### src/rtl/fir_pkg.sv
// Shared constants for the FIR datapath and its capture buffer.
package fir_pkg;

  localparam int unsigned FIR_DOUT_W = 18;
  localparam int unsigned FIR_DIN_W  = 8;
  localparam int unsigned CAP_DEPTH  = 32;
  localparam int unsigned CAP_ADDR_W = 5;

  localparam logic [1:0] CAP_IDLE    = 2'd0;
  localparam logic [1:0] CAP_ARMED   = 2'd1;
  localparam logic [1:0] CAP_CAPTURE = 2'd2;
  localparam logic [1:0] CAP_DONE    = 2'd3;

  localparam logic TRIG_IMM     = 1'b0;
  localparam logic TRIG_NONZERO = 1'b1;

endpackage

### src/rtl/fir_capture_buf_if.sv
// Sample-in / control / read-back bundle of the FIR capture buffer.
interface fir_capture_buf_if #(
  parameter int unsigned DATA_W = fir_pkg::FIR_DOUT_W,
  parameter int unsigned ADDR_W = fir_pkg::CAP_ADDR_W
);
  logic [DATA_W-1:0] din;
  logic              din_valid;
  logic              arm;
  logic              abort;
  logic              trig_mode;
  logic [ADDR_W:0]   cap_len;
  logic              rd_en;
  logic [ADDR_W:0]   rd_addr;
  logic [DATA_W-1:0] rd_data;
  logic              rd_valid;
  logic              busy;
  logic              done;
  logic [ADDR_W:0]   cap_count;
  logic [DATA_W-1:0] peak_abs;

  modport slave (
    input  din, din_valid, arm, abort, trig_mode, cap_len, rd_en, rd_addr,
    output rd_data, rd_valid, busy, done, cap_count, peak_abs
  );

  modport master (
    output din, din_valid, arm, abort, trig_mode, cap_len, rd_en, rd_addr,
    input  rd_data, rd_valid, busy, done, cap_count, peak_abs
  );
endinterface

### src/rtl/cap_ram.sv
// Single-write, registered-read buffer; a same-cycle read of the written entry sees old data.
module cap_ram #(
  parameter int unsigned DATA_W = 18,
  parameter int unsigned DEPTH  = 32,
  parameter int unsigned ADDR_W = 5
) (
  input  logic              clk,
  input  logic              rst_n,
  input  logic              wr_en,
  input  logic [ADDR_W-1:0] wr_addr,
  input  logic [DATA_W-1:0] wr_data,
  input  logic              rd_en,
  input  logic [ADDR_W-1:0] rd_addr,
  output logic [DATA_W-1:0] rd_data
);

  logic [DATA_W-1:0] mem [DEPTH];

  always_ff @(posedge clk) begin
    if (wr_en) mem[wr_addr] <= wr_data;
  end

  always_ff @(posedge clk or negedge rst_n) begin
    if (!rst_n)     rd_data <= '0;
    else if (rd_en) rd_data <= mem[rd_addr];
  end

endmodule

### src/rtl/fir_capture_buf.sv
// Armed capture window over the FIR output stream with peak tracking and read-back port.
module fir_capture_buf
  import fir_pkg::*;
#(
  parameter int unsigned DATA_W = FIR_DOUT_W,
  parameter int unsigned DEPTH  = CAP_DEPTH,
  parameter int unsigned ADDR_W = CAP_ADDR_W
) (
  input  logic              clk,
  input  logic              reset_n,
  fir_capture_buf_if.slave  bus
);

  localparam logic [ADDR_W:0]   DEPTH_L = (ADDR_W+1)'(DEPTH);
  localparam logic [ADDR_W:0]   ONE_L   = (ADDR_W+1)'(1);
  localparam logic [DATA_W-1:0] ABS_MAX = {1'b0, {(DATA_W-1){1'b1}}};
  localparam logic [DATA_W-1:0] NEG_MIN = {1'b1, {(DATA_W-1){1'b0}}};

  logic [1:0]        state_q, state_d;
  logic              trig_mode_q;
  logic [ADDR_W:0]   len_q, len_clamped;
  logic [ADDR_W:0]   cap_count_q, cap_count_d, cnt_inc;
  logic [DATA_W-1:0] peak_q, peak_d, din_abs;
  logic              done_q;
  logic              arm_ok, cfg_load, trig_hit;
  logic              wr_en;
  logic [ADDR_W-1:0] wr_addr;
  logic              rd_valid_q, rd_oor_q;
  logic [DATA_W-1:0] ram_rd_data;

  // Saturating magnitude: the most negative code has no positive twin.
  always_comb begin
    din_abs = bus.din;
    if (bus.din == NEG_MIN)    din_abs = ABS_MAX;
    else if (bus.din[DATA_W-1]) din_abs = DATA_W'(-bus.din);
  end

  assign len_clamped = ((bus.cap_len == '0) || (bus.cap_len > DEPTH_L)) ? DEPTH_L : bus.cap_len;

  // Next state, write strobe, counters and peak; abort beats arm beats samples.
  always_comb begin
    state_d     = state_q;
    cap_count_d = cap_count_q;
    peak_d      = peak_q;
    wr_en       = 1'b0;
    wr_addr     = cap_count_q[ADDR_W-1:0];
    cnt_inc     = cap_count_q + ONE_L;
    arm_ok      = bus.arm && ((state_q == CAP_IDLE) || (state_q == CAP_DONE));
    cfg_load    = arm_ok && !bus.abort;
    trig_hit    = bus.din_valid &&
                  ((trig_mode_q == TRIG_IMM) ||
                   ((trig_mode_q == TRIG_NONZERO) && (bus.din != '0)));

    if (bus.abort) begin
      state_d = CAP_IDLE;
    end else if (arm_ok) begin
      state_d     = CAP_ARMED;
      cap_count_d = '0;
      peak_d      = '0;
    end else begin
      case (state_q)
        CAP_ARMED: begin
          if (trig_hit) begin
            wr_en       = 1'b1;
            wr_addr     = '0;
            cap_count_d = ONE_L;
            state_d     = (len_q == ONE_L) ? CAP_DONE : CAP_CAPTURE;
          end
        end
        CAP_CAPTURE: begin
          if (bus.din_valid) begin
            wr_en       = 1'b1;
            cap_count_d = cnt_inc;
            if (cnt_inc == len_q) state_d = CAP_DONE;
          end
        end
        default: ;
      endcase
      if (wr_en && (din_abs > peak_q)) peak_d = din_abs;
    end
  end

  always_ff @(posedge clk or negedge reset_n) begin
    if (!reset_n) begin
      state_q     <= CAP_IDLE;
      cap_count_q <= '0;
      peak_q      <= '0;
      done_q      <= 1'b0;
      trig_mode_q <= TRIG_IMM;
      len_q       <= DEPTH_L;
    end else begin
      state_q     <= state_d;
      cap_count_q <= cap_count_d;
      peak_q      <= peak_d;
      done_q      <= (state_d == CAP_DONE);
      if (cfg_load) begin
        trig_mode_q <= bus.trig_mode;
        len_q       <= len_clamped;
      end
    end
  end

  // Read side: the out-of-range flag travels with the registered RAM output.
  always_ff @(posedge clk or negedge reset_n) begin
    if (!reset_n) begin
      rd_valid_q <= 1'b0;
      rd_oor_q   <= 1'b0;
    end else begin
      rd_valid_q <= bus.rd_en;
      if (bus.rd_en) rd_oor_q <= (bus.rd_addr >= DEPTH_L);
    end
  end

  cap_ram #(
    .DATA_W (DATA_W),
    .DEPTH  (DEPTH),
    .ADDR_W (ADDR_W)
  ) u_ram (
    .clk     (clk),
    .rst_n   (reset_n),
    .wr_en   (wr_en),
    .wr_addr (wr_addr),
    .wr_data (bus.din),
    .rd_en   (bus.rd_en),
    .rd_addr (bus.rd_addr[ADDR_W-1:0]),
    .rd_data (ram_rd_data)
  );

  assign bus.busy      = (state_q == CAP_ARMED) || (state_q == CAP_CAPTURE);
  assign bus.done      = done_q;
  assign bus.cap_count = cap_count_q;
  assign bus.peak_abs  = peak_q;
  assign bus.rd_valid  = rd_valid_q;
  assign bus.rd_data   = rd_oor_q ? '0 : ram_rd_data;

endmodule
### src/flat_wrapper.sv
// flat-port wrapper written by rule: the top's interface ports become plain ports
module fir_capture_buf_flat import fir_pkg::*;
#(
  parameter int unsigned DATA_W = FIR_DOUT_W,
  parameter int unsigned DEPTH  = CAP_DEPTH,
  parameter int unsigned ADDR_W = CAP_ADDR_W
)
  (clk, reset_n, bus_din, bus_din_valid, bus_arm, bus_abort, bus_trig_mode, bus_cap_len, bus_rd_en, bus_rd_addr, bus_rd_data, bus_rd_valid, bus_busy, bus_done, bus_cap_count, bus_peak_abs);
  fir_capture_buf_if #(.DATA_W(DATA_W), .ADDR_W(ADDR_W)) bus_i ();
  input  logic clk;
  input  logic reset_n;
  input wire logic [$bits(bus_i.din)-1:0] bus_din;
  input wire logic [$bits(bus_i.din_valid)-1:0] bus_din_valid;
  input wire logic [$bits(bus_i.arm)-1:0] bus_arm;
  input wire logic [$bits(bus_i.abort)-1:0] bus_abort;
  input wire logic [$bits(bus_i.trig_mode)-1:0] bus_trig_mode;
  input wire logic [$bits(bus_i.cap_len)-1:0] bus_cap_len;
  input wire logic [$bits(bus_i.rd_en)-1:0] bus_rd_en;
  input wire logic [$bits(bus_i.rd_addr)-1:0] bus_rd_addr;
  output wire logic [$bits(bus_i.rd_data)-1:0] bus_rd_data;
  output wire logic [$bits(bus_i.rd_valid)-1:0] bus_rd_valid;
  output wire logic [$bits(bus_i.busy)-1:0] bus_busy;
  output wire logic [$bits(bus_i.done)-1:0] bus_done;
  output wire logic [$bits(bus_i.cap_count)-1:0] bus_cap_count;
  output wire logic [$bits(bus_i.peak_abs)-1:0] bus_peak_abs;
  assign bus_i.din = bus_din;
  assign bus_i.din_valid = bus_din_valid;
  assign bus_i.arm = bus_arm;
  assign bus_i.abort = bus_abort;
  assign bus_i.trig_mode = bus_trig_mode;
  assign bus_i.cap_len = bus_cap_len;
  assign bus_i.rd_en = bus_rd_en;
  assign bus_i.rd_addr = bus_rd_addr;
  assign bus_rd_data = bus_i.rd_data;
  assign bus_rd_valid = bus_i.rd_valid;
  assign bus_busy = bus_i.busy;
  assign bus_done = bus_i.done;
  assign bus_cap_count = bus_i.cap_count;
  assign bus_peak_abs = bus_i.peak_abs;
  fir_capture_buf #(.DATA_W(DATA_W), .DEPTH(DEPTH), .ADDR_W(ADDR_W)) u_core (.clk(clk), .reset_n(reset_n), .bus(bus_i));
endmodule
### config.mk
export PLATFORM = sky130hd
export DESIGN_NAME = fir_capture_buf_flat
export DESIGN_NICKNAME = d
export VERILOG_FILES = /design/src/rtl/fir_pkg.sv /design/src/rtl/fir_capture_buf_if.sv /design/src/rtl/cap_ram.sv /design/src/rtl/fir_capture_buf.sv /design/src/flat_wrapper.sv
export SDC_FILE = /design/constraint.sdc
export NUM_CORES = 1
export LEC_CHECK = 0
export CAP_MARGIN = 20
export CORE_MARGIN = 2
export CORE_UTILIZATION = 45
export DETAILED_ROUTE_END_ITERATION = 8
export GPL_ROUTABILITY_DRIVEN = 0
export GPL_TIMING_DRIVEN = 0
export HOLD_SLACK_MARGIN = 0.03
export MAX_ROUTING_LAYER = met4
export PLACE_DENSITY = 0.59
export SLEW_MARGIN = 25
export SYNTH_ARGS = -nofsm -noshare
export SYNTH_HDL_FRONTEND = slang
export SYNTH_SLANG_ARGS = --single-unit
### constraint.sdc
create_clock -name clk -period 4.9 [get_ports clk]
set_input_delay 0.98 -clock clk [delete_from_list [all_inputs] [get_ports clk]]
set_output_delay 0.98 -clock clk [all_outputs]
set_load 0.03 [all_outputs]
==> results.sh <==
export IMPL_nFillCells=4510
export IMPL_skew_ns=0.0352
export IMPL_via_count=13700
export IMPL_power_share_clock_pct=40.9
export IMPL_swShare_pct=22.8
export IMPL_die_height_microns=242
export IMPL_port_buffer_count=77
export IMPL_p_int_mw=9.23
export IMPL_synth_warnings=0
export IMPL_syn_area_sq_um=25500
export IMPL_hp_class="in -> async"
export IMPL_synth_top_cells_by_area="edfxtp_1, mux4_2, dfrtp_1, a22oi_1, a21oi_1"
export IMPL_dr_first_iter_drc_count=1280
export IMPL_fin_nets=1642
export IMPL_grt_pass1_wl_microns=91800
export IMPL_avgSynthCellArea_sq_um=18.7
export IMPL_fp_coreArea_sq_um=56200
export IMPL_cts_buffers=67
export IMPL_firstDrtPassIters=5
export IMPL_reg2regPathDepth=11
export IMPL_tightest_slew_ns=0.986
export IMPL_syn_nets=1422
export IMPL_period_needed_ns=4.69
export IMPL_yosysTopAreaCell="edfxtp_1"
export IMPL_hold_viol=0
export IMPL_cp_end_kind="register"
export IMPL_status="completed"
export IMPL_vias_per_cell=5.74
export IMPL_dp_cells=2263
export IMPL_worstSetupStartpointType="input pin"
export IMPL_tns_ns=0
export IMPL_antenna_found_initial=1
export IMPL_powerDensity_nw_per_um2=397
export IMPL_multi_input_area_sq_um=6600
export IMPL_die_area_sq_um=58500
export IMPL_seq_power_share_pct=50.1
export IMPL_hpwl_microns=42200
export IMPL_drive_above_1_share_pct=24.3
export IMPL_drc=0
export IMPL_maxCapViolCount=0
export IMPL_ys_types=60
export IMPL_r2r_end="u_core.u_ram.mem[30][8]$_DFFE_PP_"
export IMPL_cp_arrival_ns=5.15
export IMPL_ys_ff_latch=630
export IMPL_fmax_mhz=213
export IMPL_clockRootBuffer="clkbuf_16"
export IMPL_final_antenna_net_count=0
export IMPL_combPwrFrac_pct=9.0
export IMPL_synth_common_cells="edfxtp_1, mux4_2, a22oi_1, a21oi_1, nand2_1"
export IMPL_clk_path_buf_depth=3
export IMPL_synth_edff_count=576
export IMPL_synth_most_common_cell="edfxtp_1"
export IMPL_slew_headroom_pct=34.3
export IMPL_rsz0062_at_grt="no"
export IMPL_io_pins=82
export IMPL_fp_row_count=87
export IMPL_finalNonFillerCells=2390
export IMPL_wl_per_cell_microns=25.9
export IMPL_wl_microns=62000
export IMPL_switchingPower_mw=2.73
export IMPL_htree_levels=3
export IMPL_grt_pass1_vias=13800
export IMPL_async_flop_share_pct=8.57
export IMPL_ys_flop_type="edfxtp_1"
export IMPL_p_leak_nw=10.0
export IMPL_clkLatencyLatePin_ns=0.60
export IMPL_rrSetupSlack_ns=0.87
export IMPL_path_class="in -> reg"
export IMPL_ir_worst_vdd_mv=0.257
export IMPL_start_util_pct=45.3
export IMPL_syn2layout_area_growth_pct=18.4
export IMPL_cts_sinks=630
export IMPL_place_ws_ns=-0.817
export IMPL_ys_seq_area_share_pct=73.3
export IMPL_cp_data_required_time_ns=5.36
export IMPL_syn_inst=1362
export IMPL_clk_pin_slew_worst_paths_ns=0.06
export IMPL_synth_top_area_share_pct=68.0
export IMPL_die_x_microns=242
export IMPL_fin_crit_sh_pct=95.6
export IMPL_r2r_start="u_core.state_q[0]$_DFF_PN0_"
export IMPL_layout_setup_ws_ns=0.214
export IMPL_overflow=0
export IMPL_critPathMaxFanout=20
export IMPL_slew_violations=0
export IMPL_setup_violations=0
export IMPL_cts_tree="built"
export IMPL_grt_max_degree=39
export IMPL_seqCellArea_sq_um=18600
export IMPL_grt_use_total_pct=22.2
[metal layers]
metal / vias up / share of wire [%] / global-route usage [%]
met1: 7185 / 45 / 31.6
met4: 0 / 2.1 / 6.26
li1: 5996 / - / -
met2: 463 / 47 / 33.2
met3: 79 / 6.4 / 3.96
met5: - / 0 / -
[cell type report]
class,count,area share (%)
buffer,79,1.08
clock inverter,29,0.777
clock buffer,90,6.20
tap,756,3.14
multi-input combinational,624,21.9
sequential,630,61.9
timing repair buffer,151,4.64
inverter,29,0.361
antenna,2,0.0166
[logic make-up (layout without fill, tap and decap cells)]
| group | after synthesis | after routing | share of synthesized area, % |
|---|---|---|---|
| compound gates | 192 | 192 | 4.89 |
| xor+xnor | 16 | 16 | 0.551 |
| fa+ha+maj | 23 | 23 | 1.13 |
| buf+inv | 108 | 378 | 1.69 |
| flops | 630 | 630 | 73.3 |
| mux | 165 | 165 | 13.7 |
| other cells | 0 | 2 | 0 |
| simple gates | 228 | 228 | 4.82 |
[metrics by stage]
stage	utilization [%]	total power, mW	instance area (sq um)	hold WS, ns
after floorplan	-	6.71	25500	0.460
after global placement	48.4	7.15	27200	0.493
after detailed placement	49.8	7.18	28000	0.488
after CTS	53.6	12.1	30100	0.300
after global routing	53.6	12.4	30100	0.338
final	53.6	12.0	30100	0.314
[timing repair]
action	4_1_cts	5_1_grt
buffers inserted	2	4
hold endpoints to repair	0	0
setup endpoints to repair	10	11
pin swaps	1	3
hold buffers	0	0
resized for setup	2	3
[critical path, cell delays in order]
cell and delay (ns):
buf_2 0.24, buf_16 0.22, nor4_4 0.38, nand4b_1 0.19
or4_1 0.46, o21a_1 0.20, mux2i_1 0.21, inv_1 0.08
ha_1 0.30, nand4_1 0.14, or3_1 0.45, or4_1 0.60
o211ai_4 0.13, buf_4 0.19, mux2_2 0.34
[worst max-delay path by stage]
stage                           start  slack, ns                                   to
final                      bus_din[9]       0.21   u_core.bus.peak_abs[2]$_DFFE_PN0P_
after global routing       bus_din[9]       0.03   u_core.bus.peak_abs[2]$_DFFE_PN0P_
after CTS                  bus_din[2]       0.06   u_core.bus.peak_abs[7]$_DFFE_PN0P_
after detailed placement   bus_din[7]      -0.82  u_core.bus.peak_abs[11]$_DFFE_PN0P_
after global placement     bus_din[8]      -3.66   u_core.u_ram.mem[21][12]$_DFFE_PP_
after floorplan           bus_din[13]       0.13     u_core.u_ram.mem[1][0]$_DFFE_PP_
[cell usage in the layout, fill, tap and decap left out, types with 9 or more instances in the layout]
cell	n
clkinv_2	9
nor2_1	50
nand2_1	59
clkbuf_16	71
mux2_2	15
ha_1	23
nand3_1	10
clkdlybuf4s50_1	58
a21oi_1	68
a22oi_1	72
nand2b_1	9
buf_1	10
buf_2	57
clkinv_1	14
xor2_1	9
mux4_2	144
clkbuf_1	73
edfxtp_1	576
dfrtp_1	53
buf_4	21
nor4_2	11
buf_6	13
or4_1	9
nor3_4	10
o21ai_0	23
inv_1	29
nor2b_1	24
[flip-flops by register name (all words and copies together) (netlist names)]
signal / flops
u_core.state_q: 2
u_core.rd_oor_q: 1
u_core.bus.cap_count: 6
u_core.u_ram.mem: 576
u_core.len_q: 6
u_core.trig_mode_q: 1
u_core.bus.rd_valid: 1
u_core.bus.peak_abs: 18
u_core.u_ram.rd_data: 18
u_core.bus.done: 1
[power groups by stage]
stage	combinational (mW)	sequential, mW	clock [mW]
3_5_place_dp	1.08	6.11	0
6_report	1.08	5.99	4.89
4_1_cts	1.08	5.99	4.97
5_1_grt	1.17	6.00	5.20
3_3_place_gp	1.03	6.11	0
2_1_floorplan	0.567	6.15	0
Power figures use the tool's default switching activity.
